### src/rtl/row_slot_scheduler_pkg.sv
// Shared types and sizing helpers for the row slot scheduler and its delay stage.
package row_slot_scheduler_pkg;

    typedef enum logic [2:0] {
        ST_IDLE,
        ST_WAIT,
        ST_SLOT,
        ST_IDLEGAP,
        ST_FLUSHWAIT,
        ST_DONE
    } state_t;

    localparam int SIZE_DEF       = 28;
    localparam int GAP_DEF        = 0;
    localparam int PADWAIT_DEF    = 21;
    localparam int ROW_PERIOD_DEF = PADWAIT_DEF + (SIZE_DEF + 2) * (1 + GAP_DEF);

    function automatic int clog2_slots(input int size);
        return $clog2(size + 2);
    endfunction

    function automatic int row_period(input int size, input int gap, input int padwait);
        return padwait + (size + 2) * (1 + gap);
    endfunction

endpackage

### src/rtl/row_slot_scheduler_slot_delay_reg.sv
// Moves the slot-timeline strobes one cycle later to line up with FIFO read data.
// Latency 1 cycle; no backpressure.
module row_slot_scheduler_slot_delay_reg #(
    parameter int CW = 5
) (
    input  logic          i_clk,
    input  logic          i_rdreq,
    input  logic          i_hsync,
    input  logic [CW-1:0] i_col,
    input  logic          i_reuse,
    output logic          o_valid,
    output logic          o_hsync,
    output logic [CW-1:0] o_col,
    output logic          o_reuse
);
    logic          r_valid;
    logic          r_hsync;
    logic [CW-1:0] r_col;
    logic          r_reuse;

    // No reset here: the inputs are already cleared by reset, so this stage
    // drains one cycle later and keeps the delayed timeline honest on aborts.
    always_ff @(posedge i_clk) begin
        r_valid <= i_rdreq;
        r_hsync <= i_hsync;
        r_col   <= i_col;
        r_reuse <= i_reuse;
    end

    assign o_valid = r_valid;
    assign o_hsync = r_hsync;
    assign o_col   = r_col;
    assign o_reuse = r_reuse;

endmodule

### src/rtl/row_slot_scheduler.sv
// Row-stage timing controller: pad wait, padded slot playout with gaps, row queueing, flush row.
// Latency PADWAIT+1 cycles from row pulse to slot 0; no backpressure, excess pulses set o_ovf.
module row_slot_scheduler
    import row_slot_scheduler_pkg::*;
#(
    parameter int SIZE     = 28,
    parameter int GAP      = 0,
    parameter int PADWAIT  = 21,
    parameter int PEND_MAX = 3
) (
    input  logic                         i_sclk,
    input  logic                         i_vsync,
    input  logic                         i_hsync,
    output logic                         o_rdreq,
    output logic                         o_vsync,
    output logic                         o_hsync,
    output logic                         o_reuse,
    output logic                         o_valid,
    output logic [clog2_slots(SIZE)-1:0] o_col,
    output logic                         o_busy,
    output logic                         o_ovf
);
    localparam int CW = clog2_slots(SIZE);
    localparam int WW = (PADWAIT > 0) ? $clog2(PADWAIT + 1) : 1;
    localparam int PW = $clog2(PEND_MAX + 1);
    localparam int RW = $clog2(SIZE + 1);

    localparam logic [CW-1:0] COL_LAST  = CW'(SIZE + 1);
    localparam logic [WW-1:0] WAIT_INIT = WW'(PADWAIT);
    localparam logic [3:0]    GAP_INIT  = 4'(GAP);
    localparam logic [PW-1:0] PEND_FULL = PW'(PEND_MAX);
    localparam logic [RW-1:0] ROW_LAST  = RW'(SIZE - 1);

    state_t        r_state, w_state_n;
    logic [WW-1:0] r_wcnt,  w_wcnt_n;
    logic [CW-1:0] r_col,   w_col_n;
    logic [3:0]    r_gcnt,  w_gcnt_n;
    logic [PW-1:0] r_pend,  w_pend_n;
    logic [RW-1:0] r_row,   w_row_n;
    logic          r_flush, w_flush_n;
    logic          r_ovf,   w_ovf_n;
    logic          r_rdreq, r_shsync, r_sreuse, r_busy, r_vsync;
    logic          w_slot_done, w_row_end, w_hs_taken;
    logic          w_slot_n, w_rdreq_n, w_shsync_n, w_sreuse_n, w_busy_n;

    function automatic state_t wait_or_slot(input state_t wait_st);
        return (PADWAIT == 0) ? ST_SLOT : wait_st;
    endfunction

    always_comb begin
        w_state_n   = r_state;
        w_wcnt_n    = r_wcnt;
        w_col_n     = r_col;
        w_gcnt_n    = r_gcnt;
        w_pend_n    = r_pend;
        w_row_n     = r_row;
        w_flush_n   = r_flush;
        w_ovf_n     = r_ovf;
        w_slot_done = 1'b0;
        w_row_end   = 1'b0;
        w_hs_taken  = 1'b0;

        case (r_state)
            ST_IDLE: begin
                if (i_hsync) begin
                    w_hs_taken = 1'b1;
                    w_state_n  = wait_or_slot(ST_WAIT);
                    w_wcnt_n   = WAIT_INIT;
                    w_col_n    = '0;
                end
            end
            ST_WAIT, ST_FLUSHWAIT: begin
                if (r_wcnt == WW'(1)) begin
                    w_state_n = ST_SLOT;
                    w_col_n   = '0;
                end else begin
                    w_wcnt_n = r_wcnt - 1'b1;
                end
            end
            ST_SLOT: begin
                if (GAP > 0) begin
                    w_state_n = ST_IDLEGAP;
                    w_gcnt_n  = GAP_INIT;
                end else begin
                    w_slot_done = 1'b1;
                end
            end
            ST_IDLEGAP: begin
                if (r_gcnt == 4'd1) begin
                    w_slot_done = 1'b1;
                end else begin
                    w_gcnt_n = r_gcnt - 1'b1;
                end
            end
            ST_DONE: begin
                if (i_hsync) begin
                    w_ovf_n = 1'b1;
                end
            end
            default: w_state_n = ST_IDLE;
        endcase

        if (w_slot_done) begin
            if (r_col == COL_LAST) begin
                w_row_end = 1'b1;
            end else begin
                w_state_n = ST_SLOT;
                w_col_n   = r_col + 1'b1;
            end
        end

        if (w_row_end) begin
            if (r_flush) begin
                w_state_n = ST_DONE;
                w_flush_n = 1'b0;
            end else if (r_row == ROW_LAST) begin
                w_row_n   = r_row + 1'b1;
                w_flush_n = 1'b1;
                w_state_n = wait_or_slot(ST_FLUSHWAIT);
                w_wcnt_n  = WAIT_INIT;
                w_col_n   = '0;
            end else begin
                w_row_n = r_row + 1'b1;
                // A pulse landing on the decision cycle starts the next row directly.
                if (i_hsync || (r_pend != '0)) begin
                    w_state_n = wait_or_slot(ST_WAIT);
                    w_wcnt_n  = WAIT_INIT;
                    w_col_n   = '0;
                    if (i_hsync) begin
                        w_hs_taken = 1'b1;
                    end else begin
                        w_pend_n = r_pend - 1'b1;
                    end
                end else begin
                    w_state_n = ST_IDLE;
                end
            end
        end

        if (i_hsync && !w_hs_taken && (r_state != ST_IDLE) && (r_state != ST_DONE)) begin
            if (r_pend == PEND_FULL) begin
                w_ovf_n = 1'b1;
            end else begin
                w_pend_n = r_pend + 1'b1;
            end
        end
    end

    // Slot-timeline outputs are decoded from the next state so they register in-slot.
    assign w_slot_n   = (w_state_n == ST_SLOT);
    assign w_rdreq_n  = w_slot_n && !w_flush_n && (w_col_n != '0) && (w_col_n != COL_LAST);
    assign w_shsync_n = w_slot_n && (w_col_n == '0);
    assign w_sreuse_n = w_slot_n && w_flush_n;
    assign w_busy_n   = (w_state_n != ST_IDLE) && (w_state_n != ST_DONE);

    always_ff @(posedge i_sclk) begin
        r_vsync <= i_vsync;
        if (i_vsync) begin
            r_state  <= ST_IDLE;
            r_wcnt   <= '0;
            r_col    <= '0;
            r_gcnt   <= '0;
            r_pend   <= '0;
            r_row    <= '0;
            r_flush  <= 1'b0;
            r_ovf    <= 1'b0;
            r_rdreq  <= 1'b0;
            r_shsync <= 1'b0;
            r_sreuse <= 1'b0;
            r_busy   <= 1'b0;
        end else begin
            r_state  <= w_state_n;
            r_wcnt   <= w_wcnt_n;
            r_col    <= w_col_n;
            r_gcnt   <= w_gcnt_n;
            r_pend   <= w_pend_n;
            r_row    <= w_row_n;
            r_flush  <= w_flush_n;
            r_ovf    <= w_ovf_n;
            r_rdreq  <= w_rdreq_n;
            r_shsync <= w_shsync_n;
            r_sreuse <= w_sreuse_n;
            r_busy   <= w_busy_n;
        end
    end

    row_slot_scheduler_slot_delay_reg #(
        .CW (CW)
    ) u_slot_delay (
        .i_clk   (i_sclk),
        .i_rdreq (r_rdreq),
        .i_hsync (r_shsync),
        .i_col   (r_col),
        .i_reuse (r_sreuse),
        .o_valid (o_valid),
        .o_hsync (o_hsync),
        .o_col   (o_col),
        .o_reuse (o_reuse)
    );

    assign o_rdreq = r_rdreq;
    assign o_vsync = r_vsync;
    assign o_busy  = r_busy;
    assign o_ovf   = r_ovf;

endmodule

### config.mk
export PLATFORM = sky130hd
export DESIGN_NAME = row_slot_scheduler
export DESIGN_NICKNAME = d
export VERILOG_FILES = /design/src/rtl/row_slot_scheduler_pkg.sv /design/src/rtl/row_slot_scheduler_slot_delay_reg.sv /design/src/rtl/row_slot_scheduler.sv
export SDC_FILE = /design/constraint.sdc
export NUM_CORES = 1
export LEC_CHECK = 0
export BUFFER_PORTS_ARGS = -buffer_cell sky130_fd_sc_hd__buf_2
export CAP_MARGIN = 0
export CORE_MARGIN = 2
export CORE_UTILIZATION = 32
export CTS_CLUSTER_DIAMETER = 40
export DETAILED_ROUTE_END_ITERATION = 6
export SYNTH_ARGS = -nofsm -noshare
export SYNTH_HDL_FRONTEND = slang
export SYNTH_HIERARCHICAL = 1
export SYNTH_SLANG_ARGS = --single-unit
### constraint.sdc
create_clock -name i_sclk -period 2.75 [get_ports i_sclk]
set_input_delay 0.55 -clock i_sclk [delete_from_list [all_inputs] [get_ports i_sclk]]
set_output_delay 0.55 -clock i_sclk [all_outputs]
set_load 0.05 [all_outputs]
==> flow_summary.yaml, run 1 <==
floorplanning:
  fp.dieH_um: 80.4
  initial_core_util_pct: 33.5
  core_area_mm2: 0.00557
  rows: 27
  io_pins: 15
  die_w_um: 80.4
  dieArea_mm2: 0.00647
synth:
  yosys.area_share.simple_pct: 21.8
  synth_compound_area_share_pct: 18.7
  seq_area_frac_synth_pct: 41.8
  synth.area.top_cells: "dfxtp_1 42%, ha_1 6.0%, nor2_1 4.6%"
  synthMuxAreaShare_pct: 2.14
  synth_top_area_share_pct: 41.8
  syn_area_mm2: 0.00187
  synth_xor_area_share_pct: 5.15
  ys.flop_type: "dfxtp_1"
  synth-seq-cells: 39
  syn_nets: 218
  yosysTopAreaCell: "dfxtp_1"
  syn_avg_cell_area_um2: 9.07
  synth_cell_types: 48
  synth-edff-count: 0
  synth_top_family_by_area: "simple AND/OR/NAND/NOR gates"
  synthAdderAreaFrac_pct: 6.02
  async_reset_ff_share_pct: 0
  ys_warn_count: 6
  syn_inst: 206
cells_and_area:
  num_antenna_cells: 0
  final_cell_mix: "39 x dfxtp_1, 23 x nor2_1, 14 x buf_2"
  final_common_cell: "dfxtp_1"
  fin_cells: 293
  utilization_pct: 37.4
  drive_above_1_share_pct: 13.6
  final_area_mm2: 0.00209
  nets: 232
  area_growth_pct: 11.6
route:
  routedWlPerCell_um: 12.1
  viasPerCell: 4.94
  drcViolationCount: 0
  antenna_left: 0
  detail_route.first_pass.iterations: 4
  vias: 1448
  finalWirelength_um: 3530
  drt_iter0_drc: 76
setup_path:
  critical_path_class: "reg -> reg"
  r2r_cells: 7
  timing.rr.start: "r_gcnt[0]$_SDFFE_PP0P_"
  reg2reg_to: "o_rdreq$_SDFF_PP0_"
  cp-end-kind: "flop"
  crit_fanout: 9
  critPathLaunchType: "flop"
  required_ps: 2960
  critPathLaunch: "r_gcnt[0]$_SDFFE_PP0P_"
  endpoint: "o_rdreq$_SDFF_PP0_"
  rrSetupSlack_ps: 290
  cp.arrival_ps: 2670
sta:
  finalHoldViolCount: 0
  tns_ps: 0
  worst_pin_slew_ps: 625
  clock_skew_ps: 6.63
  whs_ps: 330
  rsz0062_at_grt: "false"
  layout_min_cycle_time_ps: 2460
  clock.fmax_ghz: 0.406
  finalMaxSlewViolations: 0
  post-route-period-util_pct: 89.5
  worst_slack_ps: 287
  setup_viol: 0
  max_slew_margin_pct: 58.3
clock_network:
  htree_levels: 2
  cts_sinks: 39
  numCtsBuffers: 5
  clk_latency_ps: 290
  postCtsHoldBufs: 0
  tritoncts: "done"
  path_clk_slew_ps: 80
  post_cts_buffers: 0
  clock_path_buffers: 2
  post_cts_resize_count: 0
  cts_root_buf: "clkbuf_8"
grt:
  antenna_found_initial: 0
  grt.overflow.total: 0
  grt_pass1_vias: 1329
  grt_start_max_net_pins: 26
  grt_use_total_pct: 11.9
  grt_pass1_wl_um: 6020
place:
  pre_cts_slack_ps: 297
  post_dp_cell_area_mm2: 0.00200
  hpwl_um: 2560
  placed_cells: 285
  gp_congestion: 0.765
  numPortBuffers: 14
run:
  cap_violations: 0
pwr:
  cellLeakagePower_nw: 0.805
  peakVddDrop_uv: 315
  power_mw: 1.14
  pwr_density_cell_mw_per_mm2: 548
min_path:
  hp-class: "reg -> reg"
outcome:
  status: "finished clean"
logic make-up (layout without fill, tap and decap cells):
| family | count (synthesis) | count (layout) |
|---|---|---|
| XOR/XNOR | 11 | 11 |
| flip-flops | 39 | 39 |
| buffers and inverters | 19 | 34 |
| AO/OA/AOI/OAI | 48 | 48 |
| AND/OR/NAND/NOR | 76 | 76 |
| adder cells (fa/ha/maj) | 9 | 9 |
| multiplexers | 4 | 4 |
flip-flops by register name, summed over array words and instances, names as in the netlist, 2 cells and up:
signal              cells
r_col                   5
r_row                   5
r_state                 3
r_gcnt                  4
r_wcnt                  5
r_pend                  2
u_slot_delay/o_col      5
power breakdown:
| part | leakage [nW] | switching [mW] | internal [mW] | total, mW |
|---|---|---|---|---|
| Sequential | 0.316 | 0.0256 | 0.585 | 0.610 |
| Clock | 0.0412 | 0.199 | 0.177 | 0.376 |
| Combinational | 0.447 | 0.0946 | 0.0617 | 0.156 |
| Total | 0.805 | 0.319 | 0.824 | 1.14 |
critical path, cell delays in order, from the launching register on:
cell      delay [ps]
dfxtp_1          390
ha_1             160
or3b_1           520
a2111o_1         460
a31oi_1          300
or2_2            240
nor3_1            70
a311oi_1         240
worst min path at each step:
stage / from / endpoint / slack (ps) / cells after the start
finish: r_sreuse$_SDFF_PP0_ / u_slot_delay/o_reuse$_DFF_P_ / 330 / 0
global route: r_shsync$_SDFF_PP0_ / u_slot_delay/o_hsync$_DFF_P_ / 350 / 0
global placement: r_sreuse$_SDFF_PP0_ / u_slot_delay/o_reuse$_DFF_P_ / 310 / 0
CTS: r_sreuse$_SDFF_PP0_ / u_slot_delay/o_reuse$_DFF_P_ / 330 / 0
floorplan: r_shsync$_SDFF_PP0_ / u_slot_delay/o_hsync$_DFF_P_ / 310 / 0
detailed placement: r_sreuse$_SDFF_PP0_ / u_slot_delay/o_reuse$_DFF_P_ / 310 / 0
cells in the mapped netlist (3+ instances only):
cell type / number
dfxtp_1: 39
nor2_1: 23
a21oi_1: 13
nor2b_1: 11
inv_1: 10
ha_1: 9
nand2_1: 7
a211oi_1: 6
clkbuf_1: 6
nand3_1: 6
nor3_1: 6
o21ai_0: 6
xnor2_1: 6
xor2_1: 5
mux2i_1: 4
or2_2: 4
a21o_1: 3
a31oi_1: 3
nand4_1: 3
nor3b_1: 3
layout make-up:
class / instances / area [um^2]
Timing Repair Buffer: 16 / 85.1
Fill cell: 587 / 3490
Clock buffer: 6 / 72.6
Multi-Input combinational cell: 148 / 1010
Sequential cell: 39 / 781
Inverter: 10 / 37.5
Clock inverter: 2 / 12.5
Tap cell: 72 / 90.1
per-layer routing:
metal	wire, um	share of wire (%)	global-route usage, %	vias up
li1	-	-	-	767
met1	1880	53	16.7	652
met2	1490	42	17.6	25
met3	136	3.8	3.37	4
met4	32	0.91	3.56	0
met5	0	0	0	-
Note: power is estimated with default switching activity, not from simulation.
==> run 2: changes to the inputs <==
--- a/config.mk
+++ b/config.mk
@@ -6,11 +6,12 @@
 export NUM_CORES = 1
 export LEC_CHECK = 0
 export BUFFER_PORTS_ARGS = -buffer_cell sky130_fd_sc_hd__buf_2
-export CAP_MARGIN = 0
+export CELL_PAD_IN_SITES_DETAIL_PLACEMENT = 0
+export CELL_PAD_IN_SITES_GLOBAL_PLACEMENT = 2
 export CORE_MARGIN = 2
 export CORE_UTILIZATION = 32
-export CTS_CLUSTER_DIAMETER = 40
 export DETAILED_ROUTE_END_ITERATION = 6
+export PLACE_DENSITY_LB_ADDON = 0.1
 export SYNTH_ARGS = -nofsm -noshare
 export SYNTH_HDL_FRONTEND = slang
 export SYNTH_HIERARCHICAL = 1
==> run 2 against run 1 <==
Routed wire length rose by 17%. Largest cell class unchanged. Critical path depth did not move. First-iteration DRC count fell by 21%.
==> flow_summary.yaml, run 2 (synthesized netlist as in run 1, its figures left out) <==
cells_and_area:
  drive_above_1_share_pct: 16.3
  final_common_cell: "dfxtp_1"
  nets: 238
  fillers: 597
  final_area_mm2: 0.00218
  num_antenna_cells: 0
  area_growth_pct: 16.9
  final_cell_mix: "39 x dfxtp_1, 23 x nor2_1, 14 x buf_2"
place:
  hpwl_um: 3040
  numPortBuffers: 14
  gp_congestion: 0.726
  post_dp_cell_area_mm2: 0.00203
route:
  drcViolationCount: 0
  met3_length_um: 124
  routedWlPerCell_um: 13.8
  drt_iter0_drc: 60
  viasPerCell: 5.06
  m1WireLength_um: 1940
  highest_layer: "met4"
  vias: 1514
  antenna_left: 0
  finalWirelength_um: 4130
  detail_route.first_pass.iterations: 4
  dr_wl_met2_um: 2000
floorplanning:
  die_w_um: 80.4
  io_pins: 15
  dieArea_mm2: 0.00647
  fp.dieH_um: 80.4
  rows: 27
  initial_core_util_pct: 33.5
  core_area_mm2: 0.00557
grt:
  grt_start_max_net_pins: 25
  grt_pass1_vias: 1486
  grt_use_total_pct: 14.4
  grt_pass1_wl_um: 7190
  grt.overflow.total: 0
  antenna_found_initial: 0
sta:
  post-route-period-util_pct: 90.8
  max_slew_margin_pct: 64.4
  rsz0062_at_grt: "false"
  clock.fmax_ghz: 0.400
  layout_min_cycle_time_ps: 2500
  finalHoldViolCount: 0
  worst_pin_slew_ps: 534
  clock_skew_ps: 9.58
  finalMaxSlewViolations: 0
  setup_viol: 0
  tns_ps: 0
clock_network:
  htree_levels: 2
  cts_root_buf: "clkbuf_8"
  path_clk_slew_ps: 80
  clock_path_buffers: 2
  clk_latency_ps: 290
  cts_sinks: 39
  tritoncts: "done"
  postCtsHoldBufs: 0
  numCtsBuffers: 5
pwr:
  pwr-share-clk_pct: 42.0
  power.switching_uw: 323
  peakVddDrop_uv: 189
  cellLeakagePower_nw: 0.857
  pwr_density_cell_mw_per_mm2: 612
  sequentialPowerShare_pct: 45.3
  p_int_mw: 1.01
  sw_frac_of_total_pct: 24.2
  combPwrFrac_pct: 12.7
setup_path:
  crit_fanout: 9
  cp-end-kind: "flop"
  required_ps: 2940
  cp.arrival_ps: 2690
  critPathLaunchType: "flop"
  critical_path_class: "reg -> reg"
min_path:
  hp-class: "reg -> reg"
outcome:
  status: "finished clean"
run:
  cap_violations: 0
## run 2: per-stage QoR
| stage | instances | worst slack [ps] | power (mW) | utilization [%] | hold WS [ps] |
|---|---|---|---|---|---|
| 2_1_floorplan | 206 | 542 | 0.746 | - | 310 |
| 3_3_place_gp | 289 | 236 | 0.785 | 36.4 | 313 |
| 3_5_place_dp | 289 | 201 | 0.787 | 36.4 | 312 |
| 4_1_cts | 297 | 162 | 1.36 | 38.8 | 329 |
| 5_1_grt | 299 | 75.8 | 1.40 | 39.2 | 340 |
| 6_report | 299 | 253 | 1.34 | 39.2 | 329 |
## run 2: timing repair
item / CTS / global route
hold endpoints to repair: 0 / 0
setup buffers: 0 / 2
endpoints found under the setup margin: 0 / 1
resized for setup: 0 / 1
## run 2: metal layers
layer | track usage (%) | vias to the layer above
met5 | 0 | -
met4 | 5.25 | 0
met3 | 3.71 | 6
met2 | 24.5 | 21
met1 | 17.5 | 713
li1 | - | 774
## run 2: path summary, 6_finish.rpt
path                     startpoint                            to  slack, ps  cells past startpoint
min             r_shsync$_SDFF_PP0_  u_slot_delay/o_hsync$_DFF_P_        330                      0
min reg2reg     r_shsync$_SDFF_PP0_  u_slot_delay/o_hsync$_DFF_P_        330                      0
max reg2reg  r_gcnt[0]$_SDFFE_PP0P_            o_rdreq$_SDFF_PP0_        250                      7
max          r_gcnt[0]$_SDFFE_PP0P_            o_rdreq$_SDFF_PP0_        250                      7
## run 2: power by group through the flow
stage               registers, mW  clock network, mW  logic, mW
finish                      0.605              0.562      0.169
global route                0.609              0.605      0.191
CTS                         0.605              0.581      0.170
detailed placement          0.618                  0      0.169
global placement            0.617                  0      0.168
floorplan                   0.625                  0      0.122
## run 2: final cells by class
type	instances	area, um^2	share of cell area (%)
clock buffer	6	72.6	3.32
clock inverter	2	60.1	2.75
sequential	39	781	35.7
tap	72	90.1	4.12
multi-input combinational	148	1010	46.4
timing repair buffer	22	130	5.96
inverter	10	37.5	1.72
## run 2: critical path, stage by stage, from the launching register on
cell and delay, ps:
dfxtp_1 410, ha_1 170, or3b_1 510, a2111o_1 480, a31oi_2 250, or2_2 230, nor3_1 70, a311oi_1 280
==> run 3: changes to the inputs <==
--- a/config.mk
+++ b/config.mk
@@ -5,6 +5,7 @@
 export SDC_FILE = /design/constraint.sdc
 export NUM_CORES = 1
 export LEC_CHECK = 0
+export ABC_AREA = 1
 export BUFFER_PORTS_ARGS = -buffer_cell sky130_fd_sc_hd__buf_2
 export CELL_PAD_IN_SITES_DETAIL_PLACEMENT = 0
 export CELL_PAD_IN_SITES_GLOBAL_PLACEMENT = 2
==> run 3 against run 2 <==
Clock-buffer cell count unchanged. Sequential share of layout area increased by 0.37 points. Sequential cell count unchanged. Sequential power increased by 1%. Synthesized area increased by 3.1%. Combinational power increased by 33%. Critical path depth increased by 4. Critical endpoint unchanged. Largest cell class unchanged.
==> flow_summary.yaml, run 3 <==
route:
  detail_route.first_pass.iterations: 4
  routedWlPerCell_um: 12.0
  drcViolationCount: 0
  finalWirelength_um: 4070
  dr_wl_met2_um: 1820
  m1WireLength_um: 2080
  antenna_left: 0
  vias: 1554
  viasPerCell: 4.58
  met3_length_um: 108
  drt_iter0_drc: 65
  highest_layer: "met4"
setup_path:
  crit_fanout: 9
  cp.arrival_ps: 2080
  critPathLaunchType: "flop"
  critical_path_class: "reg -> reg"
  cp-end-kind: "flop"
  required_ps: 2940
clock_network:
  postCtsHoldBufs: 0
  cts_sinks: 39
  path_clk_slew_ps: 80
  post_cts_buffers: 0
  post_cts_resize_count: 0
  cts_root_buf: "clkbuf_8"
  clk_latency_ps: 290
  htree_levels: 2
  clock_path_buffers: 2
  numCtsBuffers: 5
  tritoncts: "done"
place:
  numPortBuffers: 14
  hpwl_um: 3060
  gp_congestion: 0.745
sta:
  finalMaxSlewViolations: 0
  finalHoldViolCount: 0
  clock.fmax_ghz: 0.528
  setup_viol: 0
  clock_skew_ps: 7.55
  max_slew_margin_pct: 72.7
  rsz0062_at_grt: "false"
  worst_pin_slew_ps: 406
  tns_ps: 0
  layout_min_cycle_time_ps: 1890
  post-route-period-util_pct: 68.9
cells_and_area:
  drive_above_1_share_pct: 17.0
  fillers: 643
  multi_input_area_mm2: 0.00101
  nets: 275
  regArea_um2: 781
  area_growth_pct: 12.1
  num_antenna_cells: 0
  final_cell_mix: "41 x nand2_1, 39 x dfxtp_1, 33 x nor2_1"
  final_common_cell: "nand2_1"
grt:
  grt_pass1_wl_um: 6940
  grt.overflow.total: 0
  grt_use_total_pct: 13.8
  grt_start_max_net_pins: 17
  grt_pass1_vias: 1477
  antenna_found_initial: 0
floorplanning:
  io_pins: 15
  fp.dieH_um: 81.6
  die_w_um: 81.6
  rows: 28
  dieArea_mm2: 0.00666
  core_area_mm2: 0.00589
  initial_core_util_pct: 32.8
synth:
  synth_top_area_share_pct: 40.5
  ys_warn_count: 6
  synth_commonest_cells: "41 x nand2_1, 39 x dfxtp_1, 33 x nor2_1, 29 x inv_1, 15 x nand3_1"
  yosys.cell_count.top_type: "nand2_1"
  synth-seq-cells: 39
  ys.flop_type: "dfxtp_1"
  synth_cell_types: 35
  synth-edff-count: 0
  yosysTopAreaCell: "dfxtp_1"
  async_reset_ff_share_pct: 0
  syn_avg_cell_area_um2: 7.87
  seq_area_frac_synth_pct: 40.5
  syn_area_mm2: 0.00193
  syn_inst: 245
  syn_nets: 257
  synth.area.top_cells: "dfxtp_1 40%, nand2_1 8.0%, nor2_1 6.4%"
pwr:
  cellLeakagePower_nw: 0.948
  pwr_density_cell_mw_per_mm2: 563
  peakVddDrop_uv: 292
  power_mw: 1.22
run:
  cap_violations: 0
outcome:
  status: "finished clean"
min_path:
  hp-class: "reg -> reg"
-- run 3: changes by cell type in the layout (fill, tap and decap cells not counted), moves of 6 or more --
cell,before,now
a211oi_1,6,0
buf_4,8,0
inv_1,10,29
nand2_1,7,41
nand3_1,6,15
nor2_1,23,33
nor2b_1,11,0
o21ai_0,6,12
-- run 3: final timing paths --
check | startpoint | to | slack (ps) | cells past startpoint
setup / recovery | r_gcnt[1]$_SDFFE_PP0P_ | o_rdreq$_SDFF_PP0_ | 860 | 11
hold / removal | r_shsync$_SDFF_PP0_ | u_slot_delay/o_hsync$_DFF_P_ | 330 | 0
setup reg to reg | r_gcnt[1]$_SDFFE_PP0P_ | o_rdreq$_SDFF_PP0_ | 860 | 11
hold reg to reg | r_shsync$_SDFF_PP0_ | u_slot_delay/o_hsync$_DFF_P_ | 330 | 0
-- run 3: cells by family after synthesis --
| group | count (synthesis) | share of synthesized area, % |
|---|---|---|
| compound gates | 37 | 11.1 |
| xor+xnor | 5 | 2.27 |
| simple gates | 119 | 33.1 |
| flops | 39 | 40.5 |
| fa+ha+maj | 9 | 5.84 |
| buf+inv | 36 | 7.20 |
-- run 3: worst max-delay path: stages, from the launching register on --
cell and delay (ps):
dfxtp_1 310, inv_1 80, ha_1 150, nand3_1 110
nand2_1 210, nand3_4 160, nor2_8 210, o21ai_4 150
nand2_1 140, nand3_2 100, nor2_1 100, nor2_1 50
-- run 3: report_power, final --
part	switching (mW)	internal [mW]
clock	0.203	0.177
combinational	0.151	0.0733
sequential	0.0199	0.592
-- run 3: metrics by stage --
step	setup slack (ps)	utilization, %	std cells	hold slack, ps	area [um^2]
2_1_floorplan	1130	-	245	310	1930
3_3_place_gp	819	35.3	331	318	2080
3_5_place_dp	850	35.3	331	313	2080
4_1_cts	838	36.7	339	339	2160
5_1_grt	622	36.7	339	346	2160
6_report	855	36.7	339	334	2160
-- run 3: layout make-up --
cell class              instances  area share [%]
clock buffers                   6            3.36
clock inverters                 2           0.579
flip-flops and latches         39            36.1
inverters                      33            5.73
repair buffers                 14            3.24
multi-input cells             170            46.6
well taps                      75            4.34
-- run 3: routing by layer --
layer | global-route usage (%) | vias up
met2 | 21.7 | 19
met1 | 18.6 | 699
met3 | 3.08 | 6
met4 | 5.00 | 0
li1 | - | 830
met5 | 0 | -
